--- config.mk ---
export PLATFORM = sky130hd
export DESIGN_NAME = inst_fetch_q
export DESIGN_NICKNAME = d
export VERILOG_FILES = /design/src/rtl/fetch_pkg.sv /design/src/rtl/fetch_queue.sv /design/src/rtl/inst_fetch_q.sv
export SDC_FILE = /design/constraint.sdc
export NUM_CORES = 1
export LEC_CHECK = 0
export CORE_MARGIN = 2
export CORE_UTILIZATION = 40
export CTS_CLUSTER_DIAMETER = 200
export DETAILED_ROUTE_END_ITERATION = 10
export SETUP_SLACK_MARGIN = 0.2
export SKIP_CTS_REPAIR_TIMING = 1
export SYNTH_ARGS = -nofsm -noshare
export SYNTH_HDL_FRONTEND = slang
export SYNTH_SLANG_ARGS = --single-unit
--- constraint.sdc ---
create_clock -name clk -period 10.35 [get_ports clk]
set_input_delay 2.07 -clock clk [delete_from_list [all_inputs] [get_ports clk]]
set_output_delay 2.07 -clock clk [all_outputs]
set_load 0.005 [all_outputs]
--- src/rtl/fetch_pkg.sv ---
// Shared definitions for the instruction-fetch stage.
//   XLEN_DEF      : default address/PC width
//   INST_W        : instruction width
//   PC_STEP       : sequential PC increment in bytes
//   fetch_entry_t : one fetch-queue slot {pc, inst, filled} at the default width
package fetch_pkg;

  localparam int unsigned XLEN_DEF = 32;
  localparam int unsigned INST_W   = 32;
  localparam int unsigned PC_STEP  = 4;

  typedef struct packed {
    logic [XLEN_DEF-1:0] pc;
    logic [INST_W-1:0]   inst;
    logic                filled;
  } fetch_entry_t;

endpackage

--- src/rtl/fetch_queue.sv ---
// Circular fetch queue with three pointers.
//   alloc : reserves a slot for an issued request and records its PC
//   fill  : writes the returned instruction into the oldest unfilled slot
//   head  : presents the oldest slot to decode; pop frees it
//   flush : frees every slot (pointers collapse onto alloc)
// Ports: clk, rst (async high), flush, alloc_en/alloc_pc, fill_en/fill_inst,
//        pop_en, head_filled/head_pc/head_inst, used (allocated slots),
//        unfilled (allocated slots still waiting for memory).
module fetch_queue
  import fetch_pkg::*;
#(
  parameter int unsigned XLEN  = XLEN_DEF,
  parameter int unsigned DEPTH = 4,
  localparam int unsigned CNT_W = $clog2(DEPTH) + 1
) (
  input  logic              clk,
  input  logic              rst,
  input  logic              flush,
  input  logic              alloc_en,
  input  logic [XLEN-1:0]   alloc_pc,
  input  logic              fill_en,
  input  logic [INST_W-1:0] fill_inst,
  input  logic              pop_en,
  output logic              head_filled,
  output logic [XLEN-1:0]   head_pc,
  output logic [INST_W-1:0] head_inst,
  output logic [CNT_W-1:0]  used,
  output logic [CNT_W-1:0]  unfilled
);

  localparam int unsigned AW = $clog2(DEPTH);

  // Pointers carry one extra wrap bit so full and empty are distinguishable.
  logic [CNT_W-1:0]  alloc_ptr;
  logic [CNT_W-1:0]  fill_ptr;
  logic [CNT_W-1:0]  head_ptr;
  logic [XLEN-1:0]   pc_q   [DEPTH];
  logic [INST_W-1:0] inst_q [DEPTH];
  logic [DEPTH-1:0]  filled;

  logic [AW-1:0] alloc_idx;
  logic [AW-1:0] fill_idx;
  logic [AW-1:0] head_idx;

  assign alloc_idx = alloc_ptr[AW-1:0];
  assign fill_idx  = fill_ptr[AW-1:0];
  assign head_idx  = head_ptr[AW-1:0];

  assign used        = alloc_ptr - head_ptr;
  assign unfilled    = alloc_ptr - fill_ptr;
  assign head_filled = filled[head_idx];
  assign head_pc     = pc_q[head_idx];
  assign head_inst   = inst_q[head_idx];

  // Slot state. A fill into the slot being allocated in the same cycle
  // (zero-latency memory) is written after the alloc so filled ends up set.
  always_ff @(posedge clk or posedge rst) begin
    if (rst) begin
      alloc_ptr <= '0;
      fill_ptr  <= '0;
      head_ptr  <= '0;
      filled    <= '0;
      for (int i = 0; i < int'(DEPTH); i++) begin
        pc_q[i]   <= '0;
        inst_q[i] <= '0;
      end
    end else if (flush) begin
      head_ptr <= alloc_ptr;
      fill_ptr <= alloc_ptr;
      filled   <= '0;
    end else begin
      if (pop_en) begin
        filled[head_idx] <= 1'b0;
        head_ptr         <= head_ptr + CNT_W'(1);
      end
      if (alloc_en) begin
        pc_q[alloc_idx]   <= alloc_pc;
        filled[alloc_idx] <= 1'b0;
        alloc_ptr         <= alloc_ptr + CNT_W'(1);
      end
      if (fill_en) begin
        inst_q[fill_idx] <= fill_inst;
        filled[fill_idx] <= 1'b1;
        fill_ptr         <= fill_ptr + CNT_W'(1);
      end
    end
  end

  // Occupancy never exceeds the slot count; fills only target allocated slots.
  always_ff @(posedge clk) begin
    if (!rst) begin
      assert (used <= CNT_W'(DEPTH));
      assert (unfilled <= used);
      assert (!(fill_en && !flush && !alloc_en && (unfilled == '0)));
    end
  end

endmodule

--- src/rtl/inst_fetch_q.sv ---
// Decoupled instruction-fetch stage: PC register, request issue, stale
// response drop counter and a DEPTH-entry fetch queue feeding decode.
// Ports:
//   clk, rst                       clock, async active-high reset
//   redirect_valid, redirect_pc    branch/jump redirect (pc[1:0] ignored)
//   imem_req_valid/ready/addr      in-order fetch request channel
//   imem_rsp_valid/data            in-order response, no backpressure
//   out_valid/ready/inst/pc        instruction handshake to decode
module inst_fetch_q
  import fetch_pkg::*;
#(
  parameter int unsigned     XLEN     = XLEN_DEF,
  parameter int unsigned     DEPTH    = 4,
  parameter logic [XLEN-1:0] RESET_PC = '0
) (
  input  logic              clk,
  input  logic              rst,
  input  logic              redirect_valid,
  input  logic [XLEN-1:0]   redirect_pc,
  output logic              imem_req_valid,
  input  logic              imem_req_ready,
  output logic [XLEN-1:0]   imem_req_addr,
  input  logic              imem_rsp_valid,
  input  logic [INST_W-1:0] imem_rsp_data,
  output logic              out_valid,
  input  logic              out_ready,
  output logic [INST_W-1:0] out_inst,
  output logic [XLEN-1:0]   out_pc
);

  localparam int unsigned CNT_W = $clog2(DEPTH) + 1;
  localparam int unsigned SUM_W = CNT_W + 1;

  if ((DEPTH < 2) || ((DEPTH & (DEPTH - 1)) != 0)) begin : g_bad_depth
    $error("inst_fetch_q: DEPTH must be a power of two >= 2");
  end

  logic [XLEN-1:0]  pc;
  logic [CNT_W-1:0] drop_cnt;
  logic [CNT_W-1:0] drop_nxt;
  logic [CNT_W-1:0] used;
  logic [CNT_W-1:0] unfilled;
  logic [SUM_W-1:0] budget;
  logic             head_filled;
  logic             req_fire;
  logic             fill_en;
  logic             out_fire;

  // Slots are charged for allocated entries plus responses still owed to
  // requests that a redirect already discarded.
  assign budget = SUM_W'(used) + SUM_W'(drop_cnt);

  // Handshake qualification; redirect blocks issue, fill and output fire.
  always_comb begin
    imem_req_valid = !rst && !redirect_valid && (budget < SUM_W'(DEPTH));
    req_fire       = imem_req_valid && imem_req_ready;
    fill_en        = imem_rsp_valid && !redirect_valid && (drop_cnt == '0);
    out_valid      = head_filled && !redirect_valid;
    out_fire       = out_valid && out_ready;
  end

  assign imem_req_addr = pc;

  // On redirect every unfilled slot becomes an owed response. A response in
  // the redirect cycle is consumed either way: it would have filled one of
  // those slots, or it retires one already-owed response.
  always_comb begin
    drop_nxt = drop_cnt;
    if (redirect_valid) begin
      drop_nxt = drop_cnt + unfilled - CNT_W'(imem_rsp_valid);
    end else if (imem_rsp_valid && (drop_cnt != '0)) begin
      drop_nxt = drop_cnt - CNT_W'(1);
    end
  end

  // PC and drop counter.
  always_ff @(posedge clk or posedge rst) begin
    if (rst) begin
      pc       <= RESET_PC;
      drop_cnt <= '0;
    end else begin
      drop_cnt <= drop_nxt;
      if (redirect_valid) begin
        pc <= redirect_pc & ~XLEN'(3);
      end else if (req_fire) begin
        pc <= pc + XLEN'(PC_STEP);
      end
    end
  end

  fetch_queue #(
    .XLEN  (XLEN),
    .DEPTH (DEPTH)
  ) u_queue (
    .clk         (clk),
    .rst         (rst),
    .flush       (redirect_valid),
    .alloc_en    (req_fire),
    .alloc_pc    (pc),
    .fill_en     (fill_en),
    .fill_inst   (imem_rsp_data),
    .pop_en      (out_fire),
    .head_filled (head_filled),
    .head_pc     (out_pc),
    .head_inst   (out_inst),
    .used        (used),
    .unfilled    (unfilled)
  );

  always_ff @(posedge clk) begin
    if (!rst) begin
      assert (drop_cnt <= CNT_W'(DEPTH));
      assert (budget <= SUM_W'(DEPTH));
    end
  end

endmodule
Yosys cells after proc, flatten, opt, wreduce, memory -nomap -nowiden
Index checks and enable logic that the tools add are counted.
{"block": "totals", "reg_bits": 304, "inputBits": 70, "out_inout_bits": 98}
{"block": "op_classes", "n_addsub": 10, "order_cmp": 12, "mux": 34, "bitwise_logic": 9, "n_reduce_logical": 23}
{"operator": "128-bit bitwise mux", "n": 2}
{"operator": "32-bit 2-to-1 mux", "n": 8}
{"operator": "32-bit binary-select mux with 2-bit select", "n": 2}
{"operator": "32-bit demux with 2-bit select", "n": 2}
{"operator": "32-bit by 3-bit adder with 32-bit output (second input constant)", "n": 1}
{"operator": "4-bit 2-to-1 mux", "n": 6}
{"operator": "3-bit 2-to-1 mux", "n": 6}
{"operator": "1-bit logical AND", "n": 13}
{"operator": "3-bit by 1-bit adder with 3-bit output (second input constant)", "n": 3}
{"operator": "3-bit >= comparator (second input constant)", "n": 3}
{"operator": "2-bit by 3-bit less-than comparator with 1-bit output (second input constant)", "n": 3}
{"operator": "2-bit NOT with 3-bit output", "n": 3}
{"operator": "4-bit bitwise AND", "n": 2}
{"operator": "4-bit NOT", "n": 2}
{"operator": "2-bit nonzero test", "n": 4}
{"operator": "1-bit demux with 2-bit select", "n": 3}
{"operator": "2-bit by 1-bit >= comparator with 1-bit output (second input constant)", "n": 3}
{"operator": "3-bit by 1-bit less-than comparator with 1-bit output (second input constant)", "n": 2}
{"operator": "3-bit subtractor", "n": 2}
{"operator": "3-bit by 3-bit adder with 4-bit output", "n": 1}
{"operator": "4-bit by 3-bit less-than comparator with 1-bit output (second input constant)", "n": 1}
{"operator": "1-bit 2-to-1 mux", "n": 4}
{"operator": "4-bit bitwise OR", "n": 1}
{"operator": "2-bit AND reduction", "n": 2}
{"operator": "8 further kinds", "n": 9}

Depth between registers and ports, before layout
{"block": "logic_depth", "word_depth": 14, "depth_mapped": 14, "ltp_nobuf": 12}

Hierarchy
From an unflattened synthesis, not the netlist that was laid out.
{"block": "hier_totals", "hier_cells": 961, "area_unflattened_um2": 14388.8}
{"module": "fetch_queue", "n_inst": 1, "cells_each": 707, "area_per_inst_um2": 12115.4}
{"module": "inst_fetch_q", "n_inst": 1, "cells_each": 254, "area_per_inst_um2": 2273.4}

Worst setup path before layout
OpenSTA, ideal clock, no wires.
{"block": "synth_timing", "path_kind": "input port to output port", "from": "in redirect_valid", "to": "out out_valid", "arrival_time_ns": 2.576, "t_required_ns": 8.280, "path_slack_ns": 5.704, "path_stages": 3, "path_buffers": 2, "cell_sequence": "buf_2 -> clkbuf_1 -> nor2b_1"}
{"block": "synth_via", "elab_chain_cells": 2}
{"item": "start: declaration", "line": "inst_fetch_q.sv:18", "text": "input logic redirect_valid,"}
{"item": "1-bit zero test", "line": "inst_fetch_q.sv:58", "text": "out_valid = head_filled && !redirect_valid;"}
{"item": "1-bit logical AND", "line": "inst_fetch_q.sv:58"}
{"item": "end: declaration", "line": "inst_fetch_q.sv:25", "text": "output logic out_valid,"}
Every way passes these cells.

Worst setup path in the final report
{"block": "layout_timing", "from": "reg u_queue.head_ptr[0]", "to": "out imem_req_valid"}
{"block": "layout_via", "elab_chain_cells": 4}
{"item": "start: declaration", "line": "fetch_queue.sv:36", "text": "logic [CNT_W-1:0] head_ptr;"}
{"item": "start signal: assignment", "line": "fetch_queue.sv:68", "text": "head_ptr <= alloc_ptr;"}
{"item": "start signal: assignment", "line": "fetch_queue.sv:74", "text": "head_ptr <= head_ptr + CNT_W'(1);"}
{"item": "3-bit subtractor", "line": "fetch_queue.sv:49", "text": "assign used = alloc_ptr - head_ptr;"}
{"item": "3-bit by 3-bit adder with 4-bit output", "line": "inst_fetch_q.sv:51", "text": "assign budget = SUM_W'(used) + SUM_W'(drop_cnt);"}
{"item": "4-bit by 3-bit less-than comparator with 1-bit output", "line": "inst_fetch_q.sv:55", "text": "imem_req_valid = !rst && !redirect_valid && (budget < SUM_W'(DEPTH));"}
{"item": "1-bit logical AND", "line": "inst_fetch_q.sv:55"}
{"item": "end: declaration", "line": "inst_fetch_q.sv:20", "text": "output logic imem_req_valid,"}
Every way passes these cells.

==> impl_metrics.ini <==
[critical_path]
path_max_fanout = 27
endpoint_kind = output port
cp.arrival_ns = 3.60
max_stage_delay_ns = 0.81
critPathLaunchType = flop
reg2reg_setup_slack_ns = 5.97
cp.required_ns = 8.28
timing.critical_path.mode_cell = ha_1
path_delay_family = adder cells
critPathBufInv = 2
criticalPathCategory = flop to output port
slowest_stage = dfrtp_4
path_cells = ha_1, inv_1, fa_1, xor2_1, xnor2_1, ha_1, nor4_2, and3_1, clkdlybuf4s50_1

[pwr]
power_w = 0.00450
seqPwrFrac_pct = 40.6
power_density_nw_per_um2 = 268
irDropWorstVdd_uv = 136
internal-power_w = 0.00321
power.share.switching_pct = 28.6
p_leak_nw = 7.59
power_switching_w = 0.00129
clockPowerShare_pct = 25.1
comb_power_share_pct = 34.2

[routing]
top_layer = met4
viasPerCell = 5.36
wl_met1_um = 14300
met2_length_um = 14800
drc = 0
ant_nets = 0
wl_met3_um = 1700
first_pass_iters = 4
finalWirelength_um = 31500
detailroute.via_count = 8410
routedWlPerCell_um = 20.1
drt-initial-drc-count = 437

[clock_tree]
cts_tree = built
clock_sinks = 294
numCtsBuffers = 34
path_clk_slew_ns = 0.05
h-tree-depth = 2
cts-root-buf = clkbuf_16
clockBufferDepth = 3
insertion_delay_ns = 0.51

[hold_path]
hold_path_class = flop to flop

[floorplanning]
num_rows = 67
io_pins = 168
die_w_um = 190
die_h_um = 190
dieArea_um2 = 35900
start_util_pct = 40.9
core_area_um2 = 33700

[synth]
syn-cell-area_um2 = 13800
synth_ff_type = dfrtp_1
synth.top_cells.by_area = dfrtp_1, mux2_2, mux4_2
yosys.area.top_type_share_pct = 53.4
avgSynthCellArea_um2 = 14.4
yosys_warnings = 0
ys_ff_latch = 294
yosysUniqueCellTypes = 50
yosysTopAreaCell = dfrtp_1
ys_async_sr_fraction_pct = 100
synth_edf_count = 0
ys_seq_area_share_pct = 53.4
synthCells = 959

[global_route]
gr-total-overflow = 0
grt_max_degree = 170
grt_first_pass_wirelength_um = 50800
grt_pass1_vias = 8799
grt_usage_pct = 18.1
antenna_found_initial = 1

[timing]
worst_slew_margin_rel_pct = 25.1
finalClockSkew_ns = 0.0253
hold_violations = 0
min_period_ns = 5.67
setup_tns_ns = 0
rsz0062_at_grt = false
tightest_slew_ns = 1.12
fmax_ghz = 0.176
maxSlewViolCount = 0
fin_crit_sh_pct = 54.7
setup_viol = 0

[run]
max-cap-violations = 0

[final_layout]
final_cell_mix = dfrtp_1, mux2_2, clkdlybuf4s50_1, mux4_2, nand2_1
finalNetCount = 1195
drive_gt1_share_pct = 34.2
area_growth_pct = 21.7
final_common_cell = dfrtp_1
nFillCells = 3023
antenna-diode-count = 0

[placement]
place_congestion = 0.708
port_buffers = 161
hpwl_um = 19200

[outcome]
outcome = complete, no violations
## final timing paths
check,cells after the start,startpoint,to
worst max register to register,12,u_queue.head_ptr[0]$_DFFE_PP0P_,u_queue.pc_q[52]$_DFFE_PP0P_
worst min-delay path,2,u_queue.pc_q[86]$_DFFE_PP0P_,u_queue.pc_q[86]$_DFFE_PP0P_
min in group asynchronous,3,rst,u_queue.inst_q[119]$_DFFE_PP0P_
worst min register to register,2,u_queue.pc_q[86]$_DFFE_PP0P_,u_queue.pc_q[86]$_DFFE_PP0P_
worst max-delay path,9,u_queue.head_ptr[0]$_DFFE_PP0P_,imem_req_valid
max in group asynchronous,4,rst,u_queue.head_ptr[1]$_DFFE_PP0P_
## registers in the layout, indices dropped and copies added, names as in the netlist
name	cells
drop_cnt	3
imem_req_addr	30
u_queue.alloc_ptr	3
u_queue.fill_ptr	3
u_queue.filled	4
u_queue.head_ptr	3
u_queue.inst_q	128
u_queue.pc_q	120
## worst register-to-register path, cell delays in order (launching register included)
cell and delay [ns]:
dfrtp_4 0.81, ha_1 0.24, inv_1 0.05, fa_1 0.37, xor2_1 0.18, xnor2_1 0.18, ha_1 0.27, nor4_2 0.28
and4_1 0.24, buf_4 0.36, nand2_1 0.53, buf_4 0.44, mux2_2 0.32
## synthesized netlist by cell type, drive strengths merged, types with 8 or more instances
cell and n:
a21oi 12, o211ai 9, inv 19, buf 54, nand4 13, nand3 20, clkbuf 19, ha 19
mux2 246, nor2 11, nor2b 8, dfrtp 294, xnor2 11, o21ai 29, mux4 63, xor2 10
nand2 61
## area by class of cell
type	count	area, um^2	area share (%)
Sequential cell	294	7360	43.9
Multi-Input combinational cell	576	6010	35.8
Timing Repair Buffer	176	1730	10.3
Clock buffer	53	983	5.86
Tap cell	448	561	3.34
Inverter	19	75.1	0.448
Clock inverter	3	46.3	0.276
## cell families (layout without fill, tap and decap cells)
logic type               count (synthesis)  after routing  synth area share [%]
multiplexers                           314            314                  30.8
flip-flops                             294            294                  53.4
AND/OR/NAND/NOR                        154            154                  6.40
buffers and inverters                   92            251                  3.07
AO/OA/AOI/OAI                           59             59                  2.53
adder cells (fa/ha/maj)                 24             24                  2.45
XOR/XNOR                                21             21                  1.34
other                                    1              4                0.0272
## power groups by stage
stage / Combinational [W] / Clock [W] / Sequential (W)
after floorplan: 0.00105 / 0 / 0.00173
after global placement: 0.00155 / 0 / 0.00184
after detailed placement: 0.00157 / 0 / 0.00185
after CTS: 0.00158 / 0.00117 / 0.00183
after global routing: 0.00169 / 0.00122 / 0.00189
final: 0.00154 / 0.00113 / 0.00183
## metal layers
| metal | vias to the layer above | global-route usage (%) |
|---|---|---|
| met4 | 0 | 5.01 |
| met2 | 186 | 28.8 |
| li1 | 3785 | - |
| met3 | 42 | 3.97 |
| met1 | 4397 | 25.0 |
| met5 | - | 0 |
## through the flow
step	utilization [%]	hold WS, ns	instances	cell area, um^2	setup WS, ns
finish	49.8	0.482	1569	16800	4.68
global route	49.8	0.506	1569	16800	4.45
CTS	49.8	0.483	1569	16800	4.58
detailed placement	46.7	0.472	1513	15700	4.74
global placement	46.7	0.460	1513	15700	4.75
floorplan	-	0.445	962	13800	4.38
Note: power is estimated with default switching activity, not from simulation.
